$ cat src/rtl/batcharger_pkg.sv
// Shared definitions for the battery-charger ADC sequencer: channel codes,
// FSM state type, accumulator width and round-robin channel picker.
package batcharger_pkg;

    localparam logic [1:0] CH_V = 2'b00;
    localparam logic [1:0] CH_I = 2'b01;
    localparam logic [1:0] CH_T = 2'b10;

    localparam int ACC_W = 10;

    typedef enum logic [1:0] {
        IDLE    = 2'd0,
        SETTLE  = 2'd1,
        CONVERT = 2'd2,
        STORE   = 2'd3
    } state_t;

    // First enabled channel after 'last' in V->I->T->V order; 'last' itself wins only if alone.
    function automatic logic [1:0] next_channel(input logic [1:0] last, input logic [2:0] mon);
        logic [1:0] c;
        logic [1:0] r;
        logic       found;
        c     = last;
        r     = CH_V;
        found = 1'b0;
        for (int k = 0; k < 3; k++) begin
            c = (c == CH_T) ? CH_V : c + 2'd1;
            if (!found && mon[c]) begin
                r     = c;
                found = 1'b1;
            end
        end
        return r;
    endfunction

endpackage

$ cat src/rtl/batcharger_adc_sequencer_if.sv
// ADC handshake bundle: mux select and start pulse out, end-of-conversion and data back.
interface batcharger_adc_sequencer_if;
    logic [1:0] adc_sel;
    logic       adc_start;
    logic       adc_eoc;
    logic [7:0] adc_data;

    modport master (output adc_sel, adc_start, input adc_eoc, adc_data);
    modport slave  (input adc_sel, adc_start, output adc_eoc, adc_data);
endinterface

$ cat src/rtl/batcharger_adc_avg.sv
// Four-sample boxcar for one channel; publishes sum>>2 combinationally on the
// fourth sample so the caller's result register updates on the same edge.
module batcharger_adc_avg
    import batcharger_pkg::*;
(
    input  logic       clk,
    input  logic       rstz,
    input  logic       clr,
    input  logic       smp_vld,
    input  logic [7:0] smp_data,
    output logic       pub,
    output logic [7:0] pub_data
);

    logic [ACC_W-1:0] sum_reg;
    logic [ACC_W-1:0] sum_next;
    logic [1:0]       cnt_reg;

    assign sum_next = sum_reg + ACC_W'(smp_data);
    assign pub      = smp_vld && (cnt_reg == 2'd3);
    assign pub_data = sum_next[ACC_W-1:2];

    always_ff @(posedge clk or negedge rstz) begin
        if (!rstz) begin
            sum_reg <= '0;
            cnt_reg <= '0;
        end else if (clr) begin
            sum_reg <= '0;
            cnt_reg <= '0;
        end else if (smp_vld) begin
            sum_reg <= (cnt_reg == 2'd3) ? '0 : sum_next;
            cnt_reg <= cnt_reg + 2'd1;
        end
    end

endmodule

$ cat src/rtl/batcharger_adc_sequencer.sv
// Round-robin V/I/T ADC sequencer with mux settle, conversion timeout and
// per-channel result registers. Define BATCHARGER_ADC_AVG_EN for 4-sample averaging.
module batcharger_adc_sequencer
    import batcharger_pkg::*;
#(
    parameter int SETTLE_CYC  = 4,
    parameter int TIMEOUT_CYC = 64
) (
    input  logic                                clk,
    input  logic                                rstz,
    input  logic                                en,
    input  logic                                vmonen,
    input  logic                                imonen,
    input  logic                                tmonen,
    batcharger_adc_sequencer_if.master          adc,
    output logic [7:0]                          vbat,
    output logic [7:0]                          ibat,
    output logic [7:0]                          tbat,
    output logic                                vtok,
    output logic                                adc_err
);

    state_t     state_reg;
    logic [1:0] sel_reg;
    logic [1:0] last_ch_reg;
    logic       start_reg;
    logic [7:0] cnt_reg;
    logic [7:0] data_reg;
    logic       ok_reg;
    logic       err_reg;
    logic       vtok_reg;

    logic [2:0] mon;
    logic       any_en;
    logic       ch_en;
    logic [1:0] nxt_ch;
    logic       store_pub;
    logic [2:0] valid_vec;
    logic [7:0] res_vec [3];

    assign mon       = {tmonen, imonen, vmonen};
    assign any_en    = |mon;
    assign ch_en     = mon[sel_reg];
    assign nxt_ch    = next_channel(last_ch_reg, mon);
    // ok_reg drops if the channel was disabled at any point, or on timeout
    assign store_pub = (state_reg == STORE) && en && ok_reg && ch_en;

    always_ff @(posedge clk or negedge rstz) begin
        if (!rstz) begin
            state_reg   <= IDLE;
            sel_reg     <= CH_V;
            last_ch_reg <= CH_T;
            start_reg   <= 1'b0;
            cnt_reg     <= '0;
            data_reg    <= '0;
            ok_reg      <= 1'b0;
            err_reg     <= 1'b0;
        end else if (!en) begin
            state_reg   <= IDLE;
            last_ch_reg <= CH_T;
            start_reg   <= 1'b0;
            ok_reg      <= 1'b0;
            err_reg     <= 1'b0;
        end else begin
            case (state_reg)
                IDLE, STORE: begin
                    if (any_en) begin
                        sel_reg     <= nxt_ch;
                        last_ch_reg <= nxt_ch;
                        cnt_reg     <= 8'(SETTLE_CYC - 1);
                        ok_reg      <= 1'b1;
                        state_reg   <= SETTLE;
                    end else begin
                        state_reg   <= IDLE;
                    end
                end
                SETTLE: begin
                    if (!ch_en) ok_reg <= 1'b0;
                    if (cnt_reg == 8'd0) begin
                        start_reg <= 1'b1;
                        state_reg <= CONVERT;
                    end else begin
                        cnt_reg <= cnt_reg - 8'd1;
                    end
                end
                CONVERT: begin
                    start_reg <= 1'b0;
                    if (!ch_en) ok_reg <= 1'b0;
                    // eoc during the start cycle belongs to no conversion of ours
                    if (!start_reg && adc.adc_eoc) begin
                        data_reg  <= adc.adc_data;
                        state_reg <= STORE;
                    end else if (cnt_reg == 8'(TIMEOUT_CYC - 1)) begin
                        err_reg   <= 1'b1;
                        ok_reg    <= 1'b0;
                        state_reg <= STORE;
                    end else begin
                        cnt_reg <= cnt_reg + 8'd1;
                    end
                end
                default: state_reg <= IDLE;
            endcase
        end
    end

    generate
        for (genvar gi = 0; gi < 3; gi++) begin : g_ch
            logic       clr;
            logic       smp;
            logic       pub;
            logic [7:0] pub_data;
            logic [7:0] res_reg;
            logic       valid_reg;

            assign clr = !en || !mon[gi];
            assign smp = store_pub && (sel_reg == 2'(gi));

`ifdef BATCHARGER_ADC_AVG_EN
            batcharger_adc_avg u_avg (
                .clk      (clk),
                .rstz     (rstz),
                .clr      (clr),
                .smp_vld  (smp),
                .smp_data (data_reg),
                .pub      (pub),
                .pub_data (pub_data)
            );
`else
            assign pub      = smp;
            assign pub_data = data_reg;
`endif

            always_ff @(posedge clk or negedge rstz) begin
                if (!rstz) begin
                    res_reg   <= '0;
                    valid_reg <= 1'b0;
                end else begin
                    if (pub) res_reg <= pub_data;
                    if (clr)      valid_reg <= 1'b0;
                    else if (pub) valid_reg <= 1'b1;
                end
            end

            assign valid_vec[gi] = valid_reg;
            assign res_vec[gi]   = res_reg;
        end
    endgenerate

    always_ff @(posedge clk or negedge rstz) begin
        if (!rstz) vtok_reg <= 1'b0;
        else       vtok_reg <= valid_vec[CH_V] & valid_vec[CH_T];
    end

    assign adc.adc_sel   = sel_reg;
    assign adc.adc_start = start_reg;
    assign vbat          = res_vec[CH_V];
    assign ibat          = res_vec[CH_I];
    assign tbat          = res_vec[CH_T];
    assign vtok          = vtok_reg;
    assign adc_err       = err_reg;

endmodule

$ cat src/flat_wrapper.sv
// flat-port wrapper written by rule: the top's interface ports become plain ports
module batcharger_adc_sequencer_flat import batcharger_pkg::*;
#(
    parameter int SETTLE_CYC  = 4,
    parameter int TIMEOUT_CYC = 64
)
  (clk, rstz, en, vmonen, imonen, tmonen, vbat, ibat, tbat, vtok, adc_err, adc_adc_sel, adc_adc_start, adc_adc_eoc, adc_adc_data);
  batcharger_adc_sequencer_if adc_i ();
  input  logic clk;
  input  logic rstz;
  input  logic en;
  input  logic vmonen;
  input  logic imonen;
  input  logic tmonen;
  output logic [7:0] vbat;
  output logic [7:0] ibat;
  output logic [7:0] tbat;
  output logic vtok;
  output logic adc_err;
  output wire logic [$bits(adc_i.adc_sel)-1:0] adc_adc_sel;
  output wire logic [$bits(adc_i.adc_start)-1:0] adc_adc_start;
  input wire logic [$bits(adc_i.adc_eoc)-1:0] adc_adc_eoc;
  input wire logic [$bits(adc_i.adc_data)-1:0] adc_adc_data;
  assign adc_adc_sel = adc_i.adc_sel;
  assign adc_adc_start = adc_i.adc_start;
  assign adc_i.adc_eoc = adc_adc_eoc;
  assign adc_i.adc_data = adc_adc_data;
  batcharger_adc_sequencer #(.SETTLE_CYC(SETTLE_CYC), .TIMEOUT_CYC(TIMEOUT_CYC)) u_core (.clk(clk), .rstz(rstz), .en(en), .vmonen(vmonen), .imonen(imonen), .tmonen(tmonen), .adc(adc_i), .vbat(vbat), .ibat(ibat), .tbat(tbat), .vtok(vtok), .adc_err(adc_err));
endmodule
$ cat config.mk
export PLATFORM = sky130hd
export DESIGN_NAME = batcharger_adc_sequencer_flat
export DESIGN_NICKNAME = d
export VERILOG_FILES = /design/src/rtl/batcharger_pkg.sv /design/src/rtl/batcharger_adc_sequencer_if.sv /design/src/rtl/batcharger_adc_avg.sv /design/src/rtl/batcharger_adc_sequencer.sv /design/src/flat_wrapper.sv
export SDC_FILE = /design/constraint.sdc
export NUM_CORES = 1
export LEC_CHECK = 0
export ABC_AREA = 1
export BUFFER_PORTS_ARGS = -buffer_cell sky130_fd_sc_hd__buf_2
export CELL_PAD_IN_SITES_DETAIL_PLACEMENT = 1
export CELL_PAD_IN_SITES_GLOBAL_PLACEMENT = 1
export CORE_MARGIN = 2
export CORE_UTILIZATION = 35
export CTS_CLUSTER_DIAMETER = 80
export CTS_CLUSTER_SIZE = 40
export DETAILED_ROUTE_END_ITERATION = 8
export GPL_ROUTABILITY_DRIVEN = 0
export GPL_TIMING_DRIVEN = 0
export HOLD_SLACK_MARGIN = 0.02
export PLACE_DENSITY_LB_ADDON = 0.1
export SLEW_MARGIN = 20
export SYNTH_ARGS = -nofsm -noshare
export SYNTH_HDL_FRONTEND = slang
export SYNTH_HIERARCHICAL = 1
export SYNTH_SLANG_ARGS = --single-unit
$ cat constraint.sdc
create_clock -name clk -period 4 [get_ports clk]
set_input_delay 0.4 -clock clk [delete_from_list [all_inputs] [get_ports clk]]
set_output_delay 0.4 -clock clk [all_outputs]
set_load 0.005 [all_outputs]
**Word level (Yosys, flattened, before mapping)**

Cells that the tools add are included.

- Memory bits (writable): 0
- Register bits: 52
- ROM bits: 0
- Latch bits: 0
- Memories: 0

- Muxes and demuxes: 47
- Div/mod/pow operators: 0
- $add $sub $neg: 5
- Reduce and logical (&&, ||, !) cells: 31
- Bitwise gates (word level): 1
- Shift operators: 0
- Multiply operators: 0
- Equality and inequality tests: 22
- Order comparisons: 4

Operator list:

| cell | number |
|---|---|
| 2-to-1 mux 8 bit | 4 |
| 2-to-1 mux 2 bit | 13 |
| one-hot mux 8 bit (3 select lines) | 1 |
| 2-to-1 mux 1 bit | 22 |
| == test 2 bit, second input constant | 6 |
| < comparator 2 x 3 -> 1 bit, second input constant | 4 |
| != test 2 x 1 -> 1 bit, second input constant | 5 |
| logical AND 1 bit | 9 |
| AND reduction 3 bit | 3 |
| adder 8 x 1 -> 8 bit, second input constant | 1 |
| binary-select mux 1 bit (select 2 bit) | 4 |
| == test 8 x 6 -> 1 bit, second input constant | 1 |
| logical NOT 8 bit | 1 |
| != test 2 bit, second input constant | 4 |
| subtractor 8 x 1 -> 8 bit, second input constant | 1 |
| adder 2 x 1 -> 2 bit, second input constant | 3 |
| logical NOT 1 bit | 6 |
| != test 3 x 2 -> 1 bit, second input constant | 2 |
| one-hot mux 2 bit (3 select lines) | 1 |
| AND reduction 2 bit | 3 |
| AND reduction 5 bit | 1 |
| == test 2 x 1 -> 1 bit, second input constant | 2 |
| logical NOT 2 bit | 2 |
| != test 4 x 2 -> 1 bit, second input constant | 1 |
| 8 further kinds | 10 |

**Logic depth before layout (Yosys ltp)**

- Depth after elaboration: 14
- Gate-level depth with buffers: 12
- Mapped depth without buffers: 12

**Least setup slack after synthesis**

OpenSTA, ideal clock, no wires.

- Kind: register -> register
- Start point: register u_core.state_reg[0]
- End point: register u_core.cnt_reg[7]
- Path slack: 2.114 ns
- Cell stages (with the launch flop): 12
- Path buffers: 0
- Clock period less this slack: 1.886 ns
- Data arrival time: 1.768 ns
- Setup time: 0.118 ns
- Cell sequence: dfrtp_1 > inv_1 > ha_1 > inv_1 > ha_1 > a21o_1 > a21oi_1 > nand2_1 > nand2_1 > nand2_1 > nand3_1 > nand2_1

- Word-level cells in the longest chain between the ends: 4
- Elaborated cells between the ends (all ways): 11
- Those cells by class: eq/ne (7); mux (1); reduce/logical (3)

RTL lines:

| element | line | text |
|---|---|---|
| start, declared | batcharger_adc_sequencer.sv:23 | `state_t state_reg;` |
| start signal, assigned | batcharger_adc_sequencer.sv:50 | `state_reg <= IDLE;` |
| start signal, assigned | batcharger_adc_sequencer.sv:59 | `state_reg <= IDLE;` |
| start signal, assigned | batcharger_adc_sequencer.sv:72 | `state_reg <= SETTLE;` |
| == test 2 bit or logical NOT 2 bit (tied branches) | batcharger_adc_sequencer.sv:65 | `case (state_reg)` |
| OR reduction 2 bit | batcharger_adc_sequencer.sv:65 |  |
| != test 2 x 1 -> 1 bit (no line) | -- |  |
| AND reduction 5 bit (no line) | -- |  |
| end signal, assigned | batcharger_adc_sequencer.sv:70 | `cnt_reg <= 8'(SETTLE_CYC - 1);` |
| end signal, assigned | batcharger_adc_sequencer.sv:83 | `cnt_reg <= cnt_reg - 8'd1;` |
| end signal, assigned | batcharger_adc_sequencer.sv:98 | `cnt_reg <= cnt_reg + 8'd1;` |
| end, declared | batcharger_adc_sequencer.sv:27 | `logic [7:0] cnt_reg;` |

Several ways; a longest one is shown, not always the timed one.
A chain may end at the register's enable or synchronous reset.

**Worst setup path after layout**

Same ends and word-level chain as after synthesis.

==> metrics.csv <==
stage,metric,value,unit
outcome,status,completed,
clocking,CTS tree,yes,
grt,GRT Total Usage,17.7,%
clocking,Setup Buffers After CTS,0,
routing,Iter 0 DRT Violations,75,
synthesis,post-synth top area share,44.9,%
clocking,Num Clock Sinks,52,
die,I/O pins,44,
setup_path,element type at the critical path end,register,
cells_and_area,fill count,1001,
timing,Setup TNS,0,ps
power,Peak VDD IR,0.202,mV
cells_and_area,layout cell share with drive strength beyond 1,24.3,%
timing,final hold violation count,0,
routing,drt first pass iters,4,
power,Sw Ratio,44.4,%
die,DIE AREA,0.00887,sq mm
routing,remaining antenna violation count,0,
clocking,clock latency reported for the late side of the worst-skew pair,310,ps
worst_hold_path,worst hold path class,input pin to asynchronous set/reset pin,
setup_path,data required time at the worst endpoint,4210,ps
setup_path,crit path cell chain,"inv_1, ha_1, inv_1, ha_1, nand3_1, nand3_1, nand3_1, nand3_1, nand2_1, nand3_1, nand2_1",
cells_and_area,"leading cell type in the layout, fill and taps excluded",nand2_1,
cells_and_area,most frequent cells in the layout,"nand2_1 (104), dfrtp_1 (51), inv_1 (45), buf_2 (44), nor2_1 (35)",
die,die height,94.2,um
synthesis,warnings from Yosys,6,
place,DP Cell Count,494,
cells_and_area,Final Net Count,425,
clocking,clk slew on worst S/H paths,100,ps
synthesis,post-synthesis register bit count,52,
cells_and_area,synthesis-to-layout area growth,15.3,%
timing,Setup Skew,8.44,ps
timing,fmax,0.450,GHz
routing,average wire per standard cell,14.6,um
routing,DR vias,2364,
synthesis,Netlist cell types,32,
clocking,H-tree lvl count,2,
power,internal power,1.20,mW
power,clock power share,14.7,%
routing,Via-to-Cell Ratio,4.71,
setup_path,Worst path most repeated cell,nand3_1,
setup_path,CP bufs+invs,2,
setup_path,crit path launch type,register,
clocking,hold bufs inserted after CTS,0,
synthesis,sequential area share after synthesis,45.8,%
clocking,TritonCTS Buffers,5,
power,sequential share of power,38.1,%
cells_and_area,final std cells w/o fill,502,
setup_path,flop-to-flop setup slack,1780,ps
timing,Worst Max-Slew Pin Slew,696,ps
place,Placed Area,0.00319,sq mm
routing,Residual DRC,0,
synthesis,Mean Syn Cell Area,8.15,sq um
timing,max_slew headroom,53.6,%
routing,total wire length,7350,um
synthesis,Syn Std Cell Area,0.00285,sq mm
power,part of the power in combinational logic,47.3,%
die,Die Width,94.2,um
timing,setup violators final,0,
setup_path,"Arr. time, crit path",2440,ps
setup_path,Worst path slowest cell,ha_1,
setup_path,critical path's top delay family,adder cells,
power,PD cells,661,mW/mm^2
cells_and_area,Multi-input gate area,0.00131,sq mm
die,Initial Utilization,36.4,%
die,Rows,32,
timing,Final period util,55.6,%
clocking,clock root cell,clkbuf_8,
timing,Final Max Slew Viols,0,
synthesis,"top cells by area, synth","dfrtp_1 (45%), nand2_1 (14%), o21ai_2 (7.4%), inv_1 (5.9%), nor2_1 (4.6%)",
power,Sw Pwr,963,uW
setup_path,critical-path maximum fanout,9,
grt,vias in the first global route,2466,
cells_and_area,register area,0.00130,sq mm
timing,fin crit period,2220,ps
power,P_leak,1.91,nW
grt,largest net degree at the start of global routing,53,
grt,total gr overflow,0,
synthesis,cell taking the most area after synthesis,dfrtp_1,
run,Max-Cap Viols,0,
setup_path,critical path type,register to register,
place,PortBufs,43,
grt,initial antenna violation count,0,
synthesis,Synth Instances,349,
timing,RSZ-0062 raised after global routing,false,
place,placed wire-length estimate,5330,um
setup_path,slowest cell delay on critical path,450,ps
cells_and_area,post-route cell area,0.00328,sq mm
synthesis,Syn Nets,375,
grt,first-pass GRT wire length,12200,um
clocking,PostCTS Resize Cnt,0,
cells_and_area,Inserted Diodes,0,
die,Core Area,0.00781,sq mm
clocking,maximum clock path buffer count,2,
synthesized netlist by cell type:
cell / number
or2_2: 1
a21o_1: 1
inv_1: 45
nand2_2: 2
nand3b_1: 1
inv_6: 1
nor2_1: 35
buf_2: 2
and3_1: 1
nand2_4: 4
dfstp_2: 1
nand4_2: 2
buf_6: 3
nand3_2: 1
o21ai_2: 24
a21oi_1: 12
nor2_2: 2
dfrtp_1: 51
xor2_1: 2
ha_1: 10
clkinv_1: 1
nor3_1: 1
nand3_1: 21
nor2_4: 1
o31ai_1: 1
fa_1: 1
o21ai_0: 8
xnor2_1: 1
inv_2: 2
nand4_1: 6
o21a_1: 1
nand2_1: 104
path summary, 6_finish.rpt:
path / depth (start not counted) / from / endpoint
max: 11 / u_core/state_reg[0]$_DFFE_PN0P_ / u_core/cnt_reg[7]$_DFFE_PN0P_
min: 1 / rstz / u_core/adc.adc_sel[0]$_DFFE_PN0P_
max reg2reg: 11 / u_core/state_reg[0]$_DFFE_PN0P_ / u_core/cnt_reg[7]$_DFFE_PN0P_
min reg2reg: 2 / u_core/vbat[2]$_DFFE_PN0P_ / u_core/vbat[2]$_DFFE_PN0P_
max in group asynchronous: 1 / rstz / u_core/cnt_reg[6]$_DFFE_PN0P_
min in group clk: 3 / adc_adc_data[6] / u_core/data_reg[6]$_DFFE_PN0P_
layer usage:
layer	track usage, %	up-vias	share of wire, %
met5	0	-	0
met4	4.71	0	1.2
met3	3.05	6	2.9
met2	29.5	32	48
met1	23.6	1125	48
li1	-	1201	-
power groups by stage:
| stage | Clock [mW] | Sequential, mW | Combinational, mW |
|---|---|---|---|
| 3_5_place_dp | 0 | 0.838 | 1.04 |
| 6_report | 0.318 | 0.825 | 1.02 |
| 3_3_place_gp | 0 | 0.832 | 1.01 |
| 4_1_cts | 0.335 | 0.829 | 1.04 |
| 2_1_floorplan | 0 | 0.814 | 0.743 |
| 5_1_grt | 0.355 | 0.854 | 1.19 |
cells by family after synthesis:
family	count (synthesis)	share of synthesized area, %
AOI/OAI and AO/OA	47	11.7
xor gates and xnor gates	3	0.924
adders and majority gates	11	5.10
buffers and inverters	54	8.18
DFF	52	45.8
and+or+nand+nor	182	28.3
final cells by class:
class | instances | area share, %
sequential | 52 | 39.7
buffer | 5 | 1.33
inverter | 49 | 5.76
tap | 102 | 3.89
clock inverter | 3 | 0.648
clock buffer | 5 | 2.10
timing repair buffer | 43 | 6.64
multi-input combinational | 243 | 39.9
metrics by stage:
step | hold WS (ps) | utilization, % | worst slack (ps) | total power [mW]
floorplan | 104 | - | 2110 | 1.56
global placement | 462 | 40.8 | 1760 | 1.84
detailed placement | 465 | 40.9 | 1740 | 1.88
CTS | 140 | 42.0 | 1710 | 2.21
global route | 161 | 42.0 | 1570 | 2.40
finish | 121 | 42.0 | 1780 | 2.17
worst reg2reg max path, delay by kind of cell (launching register included):
kind | cells | cell delay, ps
buffers and inverters | 2 | 320
and+or+nand+nor | 7 | 610
DFF | 1 | 430
adders and majority gates | 2 | 770
Power figures use the tool's default switching activity.
